$ cat config.mk
export PLATFORM = sky130hd
export DESIGN_NAME = mem_port_arbiter
export DESIGN_NICKNAME = d
export VERILOG_FILES = /design/src/rtl/mem_port_arbiter.sv
export SDC_FILE = /design/constraint.sdc
export NUM_CORES = 1
export LEC_CHECK = 0
export BUFFER_PORTS_ARGS = -buffer_cell sky130_fd_sc_hd__buf_2
export CAP_MARGIN = 10
export CORE_MARGIN = 5
export CORE_UTILIZATION = 32
export DETAILED_ROUTE_END_ITERATION = 8
export GPL_ROUTABILITY_DRIVEN = 0
export PLACE_DENSITY = 0.95
export SYNTH_ARGS = -nofsm -noshare
export SYNTH_HDL_FRONTEND = slang
export SYNTH_SLANG_ARGS = --single-unit
$ cat constraint.sdc
create_clock -name clk -period 4 [get_ports clk]
set_clock_uncertainty 0.1 [all_clocks]
set_input_delay 1 -clock clk [delete_from_list [all_inputs] [get_ports clk]]
set_output_delay 1 -clock clk [all_outputs]
set_load 0.02 [all_outputs]
$ cat src/rtl/mem_port_arbiter.sv
// Memory port arbiter: shares one memory port between instruction fetch (I)
// and data load/store (D). Data wins by default. A starvation counter lets
// fetch win after STARVE_MAX consecutive denials. A tag pipe of MEM_LAT
// stages routes each read response back to the requester that issued it.
module mem_port_arbiter #(
    parameter int unsigned AW         = 16,
    parameter int unsigned DW         = 16,
    parameter int unsigned MEM_LAT    = 1,
    parameter int unsigned STARVE_MAX = 4
) (
    input  logic          clk,
    input  logic          rst_n,
    // fetch requester
    input  logic          if_req_valid,
    output logic          if_req_ready,
    input  logic [AW-1:0] if_req_addr,
    output logic          if_rsp_valid,
    output logic [DW-1:0] if_rsp_data,
    // data requester
    input  logic          d_req_valid,
    output logic          d_req_ready,
    input  logic          d_req_we,
    input  logic [AW-1:0] d_req_addr,
    input  logic [DW-1:0] d_req_wdata,
    output logic          d_rsp_valid,
    output logic [DW-1:0] d_rsp_data,
    // memory side
    output logic          mem_en,
    output logic          mem_we,
    output logic [AW-1:0] mem_addr,
    output logic [DW-1:0] mem_wdata,
    input  logic [DW-1:0] mem_rdata
);

    localparam int unsigned SW = (STARVE_MAX < 1) ? 1 : $clog2(STARVE_MAX + 1);

    logic [SW-1:0]      starve_cnt_q, starve_cnt_d;
    logic               starved;
    logic               gnt_i, gnt_d;
    logic               rd_issue;
    logic [MEM_LAT-1:0] tag_vld_q;
    logic [MEM_LAT-1:0] tag_own_q;  // 1 = data requester, 0 = fetch

    // Grant decision: data first unless fetch has been denied long enough.
    always_comb begin
        starved = (starve_cnt_q == SW'(STARVE_MAX));
        gnt_i   = if_req_valid & (~d_req_valid | starved);
        gnt_d   = d_req_valid & ~gnt_i;
    end

    // Request forwarding; memory strobes are held off while reset is asserted.
    always_comb begin
        if_req_ready = gnt_i;
        d_req_ready  = gnt_d;
        mem_en       = rst_n & (gnt_i | gnt_d);
        mem_we       = rst_n & gnt_d & d_req_we;
        mem_addr     = '0;
        mem_wdata    = '0;
        if (gnt_d) begin
            mem_addr  = d_req_addr;
            mem_wdata = d_req_wdata;
        end else if (gnt_i) begin
            mem_addr  = if_req_addr;
        end
        rd_issue     = mem_en & ~mem_we;
    end

    // Starvation counter next state: count fetch denials, saturate, clear on
    // grant or when fetch stops asking.
    always_comb begin
        starve_cnt_d = starve_cnt_q;
        if (!if_req_valid || gnt_i) begin
            starve_cnt_d = '0;
        end else if (!starved) begin
            starve_cnt_d = starve_cnt_q + SW'(1);
        end
    end

    // State: starvation counter and response tag pipe.
    always_ff @(posedge clk or negedge rst_n) begin
        if (!rst_n) begin
            starve_cnt_q <= '0;
            tag_vld_q    <= '0;
            tag_own_q    <= '0;
        end else begin
            starve_cnt_q <= starve_cnt_d;
            tag_vld_q[0] <= rd_issue;
            tag_own_q[0] <= gnt_d;
            for (int i = 1; i < MEM_LAT; i++) begin
                tag_vld_q[i] <= tag_vld_q[i-1];
                tag_own_q[i] <= tag_own_q[i-1];
            end
        end
    end

    // Response routing from the last tag stage.
    always_comb begin
        if_rsp_valid = tag_vld_q[MEM_LAT-1] & ~tag_own_q[MEM_LAT-1];
        d_rsp_valid  = tag_vld_q[MEM_LAT-1] &  tag_own_q[MEM_LAT-1];
        if_rsp_data  = mem_rdata;
        d_rsp_data   = mem_rdata;
    end

endmodule

Yosys cells after proc, flatten, opt, wreduce, memory -nomap -nowiden
Cells that the tools add are included.

word-level totals
  output and inout port bits = 70
  input bits = 69
  logic and storage cells = 27
  register bits = 5

cells by class
  bitwise gates (word level) = 14
  add/subtract/negate cells = 1
  equality and inequality tests = 2
  reductions and logical operators = 2
  mux-type cells = 5

operator list
  kind                                                    number
  2-to-1 mux 16 bit                                       3
  bitwise AND 1 bit                                       8
  2-to-1 mux 3 bit                                        2
  inverter 1 bit                                          4
  adder 3 x 1 -> 3 bit (second input constant)            1
  equality test 3 bit (second input constant)             1
  inequality test 2 x 1 -> 1 bit (second input constant)  1
  bitwise OR 1 bit                                        2
  logical NOT 1 bit                                       1
  logical OR 1 bit                                        1

Depth between registers and ports, before layout
Gate-level depths: netlist of run 1.

  depth after elaboration = 9
  gate-level depth with buffers = 6
  depth with buffers taken out = 4

Worst setup path before layout of run 1
Ideal clock, no wire load.

  path type = input to output
  start = input port if_req_valid
  end = output port mem_addr[10]
  setup slack = 1.146 ns
  path buffers = 2
  required time = 2.900 ns
  arrival = 1.754 ns
  stages on the path = 4
  cell sequence = and3_1 buf_6 buf_4 o22ai_1

between the ends
  cells in the longest elaborated chain, start to end = 4

ends and longest elaborated chain
  element              line  RTL
  start: declaration   14    input logic if_req_valid,
  bitwise AND 1 bit *  47    gnt_i = if_req_valid & (~d_req_valid | starved);
  inverter 1 bit       48    gnt_d = d_req_valid & ~gnt_i;
  bitwise AND 1 bit    48
  2-to-1 mux 16 bit *  59    if (gnt_d) begin
  end: declaration     30    output logic [AW-1:0] mem_addr,

Every way passes the cells marked *; elsewhere a longest branch is shown, timed or not.

Worst setup path after layout of run 1
  start = input port if_req_valid
  end = output port mem_addr[14]

The elaborated chain is that of the path after synthesis.

==> metrics.md, run 1 <==
| Metric | Value |
|---|---|
| Status | completed |
| Clock-pin slew on the worst setup and hold paths | 0.05 ns |
| CP max stage delay | 0.64 ns |
| Num Clock Sinks | 5 |
| CP arrival | 2.30 ns |
| Crit Path Class | input port to primary output |
| Drt via density | 4.65 |
| Post-CTS Resized | 0 |
| VDD IR-drop max | 0.0000932 V |
| Power per cell area | 203 nW/um^2 |
| Largest net degree at the start of global routing | 40 |
| Worst slew pin tran | 0.702 ns |
| H-tree levels | 1 |
| Crit Path Max Fanout | 23 |
| R2R setup slack | 2.30 ns |
| R2r worst-path depth | 4 |
| Top post-synthesis cells by area | buf_4, nand2_1, dfrtp_1 |
| RSZ-0062 raised after global routing | no |
| Fin. Hold Viols | 0 |
| Die Span X | 63.3 um |
| Crit path top cell by count | buf_2 |
| DIE HEIGHT | 63.3 um |
| DR DRC count | 0 |
| Root buffer cell | clkbuf_4 |
| Post-synthesis net count | 205 |
| P_leak | 0.706 nW |
| TritonCTS clock tree | done |
| Synth cell types | 21 |
| # Post-CTS Setup Buffers | 0 |
| HP Class | flop to flop |
| Most common cell after layout, fill and taps aside | buf_2 |
| Maximum root-to-sink buffer count | 2 |
| Initial core utilization | 33.3% |
| Nets | 259 |
| Mapped cell area | 910 sq um |
| 1st-iter DRT viols | 17 |
| Num ports | 139 |
| Hold Path End | starve_cnt_q[0] |
| Core area | 2730 sq um |
| Final setup fails | 0 |
| Commonest cells after routing, fill and taps aside | buf_2, nand2_1, and3_1 |
| Cell taking the most area after synthesis | buf_4 |
| GR Util All Layers | 12.4% |
| WP data required | 2.90 ns |
| Clock Latency Late Sink | 0.24 ns |
| HP Start | starve_cnt_q[0] |
| Total gr overflow | 0 |
| Total power | 230 uW |
| CTS buffer count | 3 |
| Final Cycle Share | 85.0% |
| Hold-fix buffers at CTS | 0 |
| Number of global-route vias before repair | 959 |
| Max Cap Viol | 0 |
| Sequential share of the synthesized area | 13.8% |
| CP endpoint kind | primary output |
| Synth warn | 0 |
| 1st-pass router iterations | 6 |
| Initial antenna violation count | 0 |
| Slowest CP cell | and3_1 |
| First-pass GRT wire length | 4230 um |
| Max Freq | 294 MHz |
| Reg2reg start | starve_cnt_q[0] |
| Cell depth of the worst min-delay path | 1 |
| Min cycle time layout | 3.40 ns |
| Routed wire per std cell | 12.7 um |
| Setup total negative slack | 0 ns |
| ANT cells | 0 |
| Synth Register Bits | 5 |
| Post-synth top area share | 28.1% |
| Critical Path Source Type | input port |
| Cells after synthesis | 134 |
| Final ANT Viol Nets | 0 |
| HPWL Detailed | 2170 um |
| Via count | 1013 |
| Row cnt | 19 |
| Ratio of cells with drive above 1 in the final layout | 51.3% |
| P&R area growth vs syn | 24.8% |
| Max-slew violation count | 0 |
| Relative slew slack | 53.0% |
| Syn_area_per_cell | 6.79 sq um |
| R2r endpoint | tag_vld_q |
| Count of buffers from port buffering | 90 |
| Drt total wl | 2760 um |
| Critical path, cell by cell | buf_2 -> and3_1 -> o22ai_1 -> buf_2 |
| Die ar. | 4010 sq um |
[synth_stat cells, drive strengths merged]
cell / count
inv: 2
ha: 2
a21oi: 1
and2: 2
nor3b: 1
or3b: 1
nand3: 1
nand2: 34
and4: 2
o31a: 1
o22ai: 16
nor2b: 4
and3: 17
dfrtp: 5
clkbuf: 3
o21a: 1
nand2b: 1
a21boi: 1
buf: 39
[critical path, delay by kind of cell]
| family | cells | cell delay, ns |
|---|---|---|
| buffers and inverters | 2 | 0.51 |
| and+or+nand+nor | 1 | 0.64 |
| AOI/OAI and AO/OA | 1 | 0.14 |
[worst max-delay path by stage]
stage | startpoint | to | slack, ns | depth (start not counted)
finish | if_req_valid | mem_addr[14] | 0.60 | 4
global route | if_req_valid | mem_addr[1] | 0.45 | 4
CTS | if_req_valid | mem_addr[0] | 0.59 | 4
detailed placement | if_req_valid | mem_addr[14] | 0.62 | 4
global placement | if_req_valid | mem_addr[15] | 0.64 | 4
floorplan | if_req_valid | mem_addr[10] | 1.15 | 4
[metrics by stage]
step | std cells | setup slack, ns | util [%] | hold slack, ns | area, sq um
CTS | 218 | 0.593 | 41.5 | 0.374 | 1130
global placement | 214 | 0.638 | 40.5 | 0.358 | 1110
floorplan | 134 | 1.15 | - | 0.335 | 910
detailed placement | 214 | 0.618 | 40.5 | 0.367 | 1110
finish | 218 | 0.599 | 41.5 | 0.366 | 1130
global route | 218 | 0.453 | 41.5 | 0.397 | 1130
[power breakdown]
part | internal, mW | switching (mW) | leakage (nW) | total, mW
combinational | 0.0500 | 0.0679 | 0.625 | 0.118
sequential | 0.0528 | 0.00112 | 0.0655 | 0.0539
clock | 0.0377 | 0.0204 | 0.0150 | 0.0581
total | 0.140 | 0.0895 | 0.706 | 0.230
[per-layer routing]
layer  wire length, um  global-route usage, %  vias to the layer above
met3               241                   4.09                        6
met2              1450                   22.6                       45
met5                 0                      0                        -
met4                13                   1.82                        0
met1              1050                   14.2                      434
li1                  -                      -                      528
[area by class of cell]
class                           count  area, sq um
Tap cell                           31         38.8
Multi-Input combinational cell     85          479
Inverter                            2         7.51
Clock buffer                        4         26.3
Sequential cell                     5          125
Timing Repair Buffer               91          458
Fill cell                         294         1600
[flip-flops by register name (all words and copies together) (netlist names)]
register and cells:
starve_cnt_q 3, tag_own_q 1, tag_vld_q 1
[kinds of logic after synthesis]
family | synth area share (%)
simple gates | 35.4
buf+inv | 33.6
compound gates | 14.6
flops | 13.8
fa+ha+maj | 2.75
(Power assumes the default switching activity.)
==> inputs of run 2 (changes only) <==
--- a/config.mk
+++ b/config.mk
@@ -9,7 +9,9 @@
 export CAP_MARGIN = 10
+export CELL_PAD_IN_SITES_DETAIL_PLACEMENT = 0
+export CELL_PAD_IN_SITES_GLOBAL_PLACEMENT = 1
 export CORE_MARGIN = 5
-export CORE_UTILIZATION = 32
+export CORE_UTILIZATION = 18
 export DETAILED_ROUTE_END_ITERATION = 8
 export GPL_ROUTABILITY_DRIVEN = 0
-export PLACE_DENSITY = 0.95
+export PLACE_DENSITY = 0.94
 export SYNTH_ARGS = -nofsm -noshare
--- a/constraint.sdc
+++ b/constraint.sdc
@@ -4,2 +4,2 @@
 set_output_delay 1 -clock clk [all_outputs]
-set_load 0.02 [all_outputs]
+set_load 0.05 [all_outputs]
==> metrics.md, run 2 (synthesized netlist as in run 1, its figures left out) <==
| Metric | Value |
|---|---|
| Final Cycle Share | 84.3% |
| RSZ-0062 raised after global routing | no |
| First-pass GRT wire length | 4660 um |
| Initial core utilization | 18.9% |
| HP Class | flop to flop |
| R2r endpoint | tag_vld_q |
| WP data required | 2.90 ns |
| Min cycle time layout | 3.37 ns |
| Hold Path End | starve_cnt_q[0] |
| Drt total wl | 3120 um |
| Power per cell area | 267 nW/um^2 |
| P_leak | 0.719 nW |
| Via count | 1034 |
| Max Freq | 297 MHz |
| Relative slew slack | 50.8% |
| Cell depth of the worst min-delay path | 1 |
| Drt via density | 4.05 |
| Max FFs per register | 3 |
| Final core occ | 25.0% |
| Critical path, cell by cell | buf_2 -> and3_1 -> buf_4 -> o22ai_1 -> buf_2 |
| CP endpoint kind | primary output |
| Row cnt | 25 |
| Initial antenna violation count | 0 |
| DIE HEIGHT | 81.1 um |
| DR DRC count | 0 |
| P&R area growth vs syn | 32.6% |
| TritonCTS clock tree | done |
| Reg2reg start | starve_cnt_q[0] |
| 1st-iter DRT viols | 28 |
| Crit Path Class | input port to primary output |
| HPWL Detailed | 2520 um |
| Routed wire length on met2 | 1650 um |
| Maximum root-to-sink buffer count | 2 |
| Largest Register | starve_cnt_q |
| Met1 wire length | 1190 um |
| Final ANT Viol Nets | 0 |
| Ratio of cells with drive above 1 in the final layout | 51.6% |
| Final setup fails | 0 |
| Most common cell after layout, fill and taps aside | buf_2 |
| 1st-pass router iterations | 4 |
| GR Util All Layers | 8.87% |
| Status | completed |
| Post-CTS Resized | 0 |
| Count of buffers from port buffering | 90 |
| Root buffer cell | clkbuf_8 |
| Die ar. | 6570 sq um |
| Fin. Hold Viols | 0 |
| HP Start | starve_cnt_q[0] |
| Num Clock Sinks | 5 |
| ANT cells | 0 |
| Num ports | 139 |
| Clock-pin slew on the worst setup and hold paths | 0.03 ns |
| Worst slew pin tran | 0.733 ns |
| Clock Latency Late Sink | 0.22 ns |
| Routed wire per std cell | 12.2 um |
| Critical Path Source Type | input port |
| VDD IR-drop max | 0.0000561 V |
| Max Cap Viol | 0 |
| Largest net degree at the start of global routing | 40 |
| Commonest cells after routing, fill and taps aside | buf_2, nand2_1, and3_1 |
| R2R setup slack | 2.31 ns |
| CP max stage delay | 0.38 ns |
| Total gr overflow | 0 |
| Number of global-route vias before repair | 969 |
| Max layer used | met4 |
| Met3 wire length | 234 um |
| # Post-CTS Setup Buffers | 0 |
| CP arrival | 2.27 ns |
| CTS buffer count | 3 |
| Die Span X | 81.1 um |
| R2r worst-path depth | 5 |
| Core area | 4820 sq um |
| Setup total negative slack | 0 ns |
| Crit Path Max Fanout | 23 |
| Max-slew violation count | 0 |
| Crit path top cell by count | buf_2 |
| Nets | 260 |
| Largest regs | starve_cnt_q: 3 flops, tag_own_q: 1 flops, tag_vld_q: 1 flops |
| Hold-fix buffers at CTS | 0 |
| H-tree levels | 1 |
| Slowest CP cell | and3_1 |
run 2: changes by cell type in the layout (fill, tap and decap cells not counted):
cell / delta
buf_4: +1
clkbuf_4: -3
clkbuf_8: +3
run 2: where the power goes:
group	switching, mW	leakage, nW	total (mW)	internal [mW]
clock network	0.0260	0.0228	0.0945	0.0685
registers	0.00110	0.0655	0.0541	0.0530
logic	0.123	0.631	0.173	0.0501
run 2: cell type report:
type	count	area, sq um
sequential	5	125
tap	67	83.8
clock buffer	4	45.0
multi-input combinational	85	479
inverter	2	7.51
fill	552	3610
timing repair buffer	92	465
run 2: worst max path at each step:
| stage | startpoint | end | slack, ns | depth (start not counted) |
|---|---|---|---|---|
| 6_report | if_req_valid | mem_addr[5] | 0.63 | 5 |
| 5_1_grt | if_req_valid | mem_addr[10] | 0.50 | 5 |
| 4_1_cts | if_req_valid | mem_addr[13] | 0.60 | 5 |
| 3_5_place_dp | if_req_valid | mem_addr[13] | 0.60 | 5 |
| 3_3_place_gp | if_req_valid | mem_addr[9] | 0.65 | 5 |
| 2_1_floorplan | if_req_valid | mem_addr[10] | 0.72 | 4 |
run 2: stage by stage:
stage / instance area, sq um / std cells / worst slack, ns / hold WS (ns) / power [mW]
2_1_floorplan: 910 / 134 / 0.720 / 0.335 / 0.263
3_3_place_gp: 1160 / 251 / 0.648 / 0.357 / 0.229
3_5_place_dp: 1160 / 251 / 0.598 / 0.363 / 0.229
4_1_cts: 1210 / 255 / 0.596 / 0.368 / 0.326
5_1_grt: 1210 / 255 / 0.502 / 0.393 / 0.340
6_report: 1210 / 255 / 0.628 / 0.363 / 0.322
run 2: layer usage:
metal	track usage, %	up-vias
li1	-	530
met1	10.5	452
met2	15.7	39
met3	1.66	13
met4	3.38	0
met5	0	-
run 2: worst max-delay path, delay by kind of cell:
family / cells / cell delay (ns)
and+or+nand+nor: 1 / 0.38
AOI/OAI and AO/OA: 1 / 0.08
buffers and inverters: 3 / 0.80
==> inputs of run 3 (changes only) <==
- CORE_UTILIZATION: 18 -> 15
- PLACE_DENSITY: 0.94 -> 0.85
- clock period: 4 -> 2.8 ns (I/O delays scaled with it)
==> metrics.md, run 3 (synthesized netlist as in run 1, its figures left out) <==
| Metric | Value |
|---|---|
| Status | completed |
| WP data required | 2.00 ns |
| Dpl ws | 0.0629 ns |
| Clock Latency Late Sink | 0.22 ns |
| Num Clock Sinks | 5 |
| Fin. Hold Viols | 0 |
| Final setup fails | 0 |
| CTS buffer count | 3 |
| First-pass GRT wire length | 4710 um |
| Max Freq | 381 MHz |
| Row cnt | 28 |
| Max FFs per register | 3 |
| Root buffer cell | clkbuf_8 |
| Clock-pin slew on the worst setup and hold paths | 0.04 ns |
| Maximum root-to-sink buffer count | 2 |
| Nets | 260 |
| Power per cell area | 378 nW/um^2 |
| Die ar. | 7720 sq um |
| RSZ-0062 raised after global routing | no |
| CP arrival | 1.82 ns |
| Crit Path Max Fanout | 17 |
| ANT cells | 0 |
| Routed wire per std cell | 11.8 um |
| Total gr overflow | 0 |
| 1st-pass router iterations | 4 |
| Post-DP Area | 1170 sq um |
| Core area | 5920 sq um |
| Total power | 463 uW |
| Largest Register | starve_cnt_q |
| GR Util All Layers | 7.58% |
| Num ports | 139 |
| Final Cycle Share | 93.7% |
| Critical Path Source Type | flop |
| Crit Path Class | flop to primary output |
| DR DRC count | 0 |
| Fill count | 654 |
| TritonCTS clock tree | done |
| Commonest cells after routing, fill and taps aside | buf_2, nand2_1, and3_1, o22ai_1, dfrtp_1 |
| Min cycle time layout | 2.62 ns |
| Initial antenna violation count | 0 |
| Worst slew pin tran | 0.508 ns |
| Relative slew slack | 66.1% |
| P&R area growth vs syn | 34.7% |
| Setup total negative slack | 0 ns |
| Final worst setup slack | 0.176 ns |
| H-tree levels | 1 |
| Drt total wl | 3110 um |
| Ratio of cells with drive above 1 in the final layout | 52.1% |
| Via count | 1027 |
| P_leak | 0.723 nW |
| HP Class | input port to async pin |
| Number of global-route vias before repair | 963 |
| DIE HEIGHT | 87.9 um |
| VDD IR-drop max | 0.0000933 V |
| HPWL Detailed | 2390 um |
| Initial core utilization | 15.4% |
| Drt via density | 3.90 |
| Max Cap Viol | 0 |
| CP endpoint kind | primary output |
| # Post-CTS Setup Buffers | 0 |
| Die Span X | 87.9 um |
| Most common cell after layout, fill and taps aside | buf_2 |
| Largest regs | starve_cnt_q: 3 flops, tag_own_q: 1 flops, tag_vld_q: 1 flops |
| 1st-iter DRT viols | 47 |
| Max-slew violation count | 0 |
| Count of buffers from port buffering | 90 |
| Largest net degree at the start of global routing | 40 |
| Final ANT Viol Nets | 0 |
| Final Cell Area | 1220 sq um |
## run 3: timing repair
| action | CTS | global route |
|---|---|---|
| gates resized for setup | 2 | 0 |
| hold buffers | 0 | 0 |
| endpoints found under the setup margin | 16 | 0 |
## run 3: where the power goes
| part | leakage [nW] | total, mW | internal, mW | switching (mW) |
|---|---|---|---|---|
| logic | 0.634 | 0.251 | 0.0733 | 0.178 |
| clock network | 0.0228 | 0.134 | 0.0978 | 0.0365 |
| registers | 0.0655 | 0.0773 | 0.0756 | 0.00165 |
## run 3: per-stage QoR
step / util [%] / cells / hold WS (ns)
floorplan: - / 134 / 0.304
global placement: 19.8 / 259 / 0.356
CTS: 20.7 / 263 / 0.205
global route: 20.7 / 263 / 0.217
finish: 20.7 / 263 / 0.205
detailed placement: 19.8 / 259 / 0.367
## run 3: worst paths after layout
kind / cells after the start / from / slack, ns / end
worst max register to register: 4 / starve_cnt_q[0] / 1.18 / tag_vld_q
worst max-delay path: 5 / starve_cnt_q[0] / 0.18 / mem_addr[5]
worst min-delay path: 1 / rst_n / 0.21 / tag_own_q
min in group clk: 1 / starve_cnt_q[0] / 0.37 / starve_cnt_q[0]
max in group asynchronous: 1 / rst_n / 2.23 / starve_cnt_q[0]
worst min register to register: 1 / starve_cnt_q[0] / 0.37 / starve_cnt_q[0]
## run 3: worst max-delay path, cell delays in order (launching register included)
cell and delay [ns]:
dfrtp_1 0.36, inv_1 0.05, ha_1 0.28, a21boi_4 0.47, o22ai_1 0.19, buf_2 0.24
## run 3: cell type report
| class | count | area (sq um) | share of cell area (%) |
|---|---|---|---|
| inverter | 2 | 7.51 | 0.613 |
| multi-input combinational | 85 | 488 | 39.8 |
| clock buffer | 4 | 45.0 | 3.68 |
| timing repair buffer | 92 | 465 | 38.0 |
| sequential | 5 | 125 | 10.2 |
| tap | 75 | 93.8 | 7.66 |
## run 3: per-layer routing
metal  track usage (%)  share of wire (%)  up-vias
met5                 0                  0        -
met4              1.81                  0        0
met3              2.35                7.4        0
met2              12.7                 51       37
met1              9.48                 41      460
li1                  -                  -      530
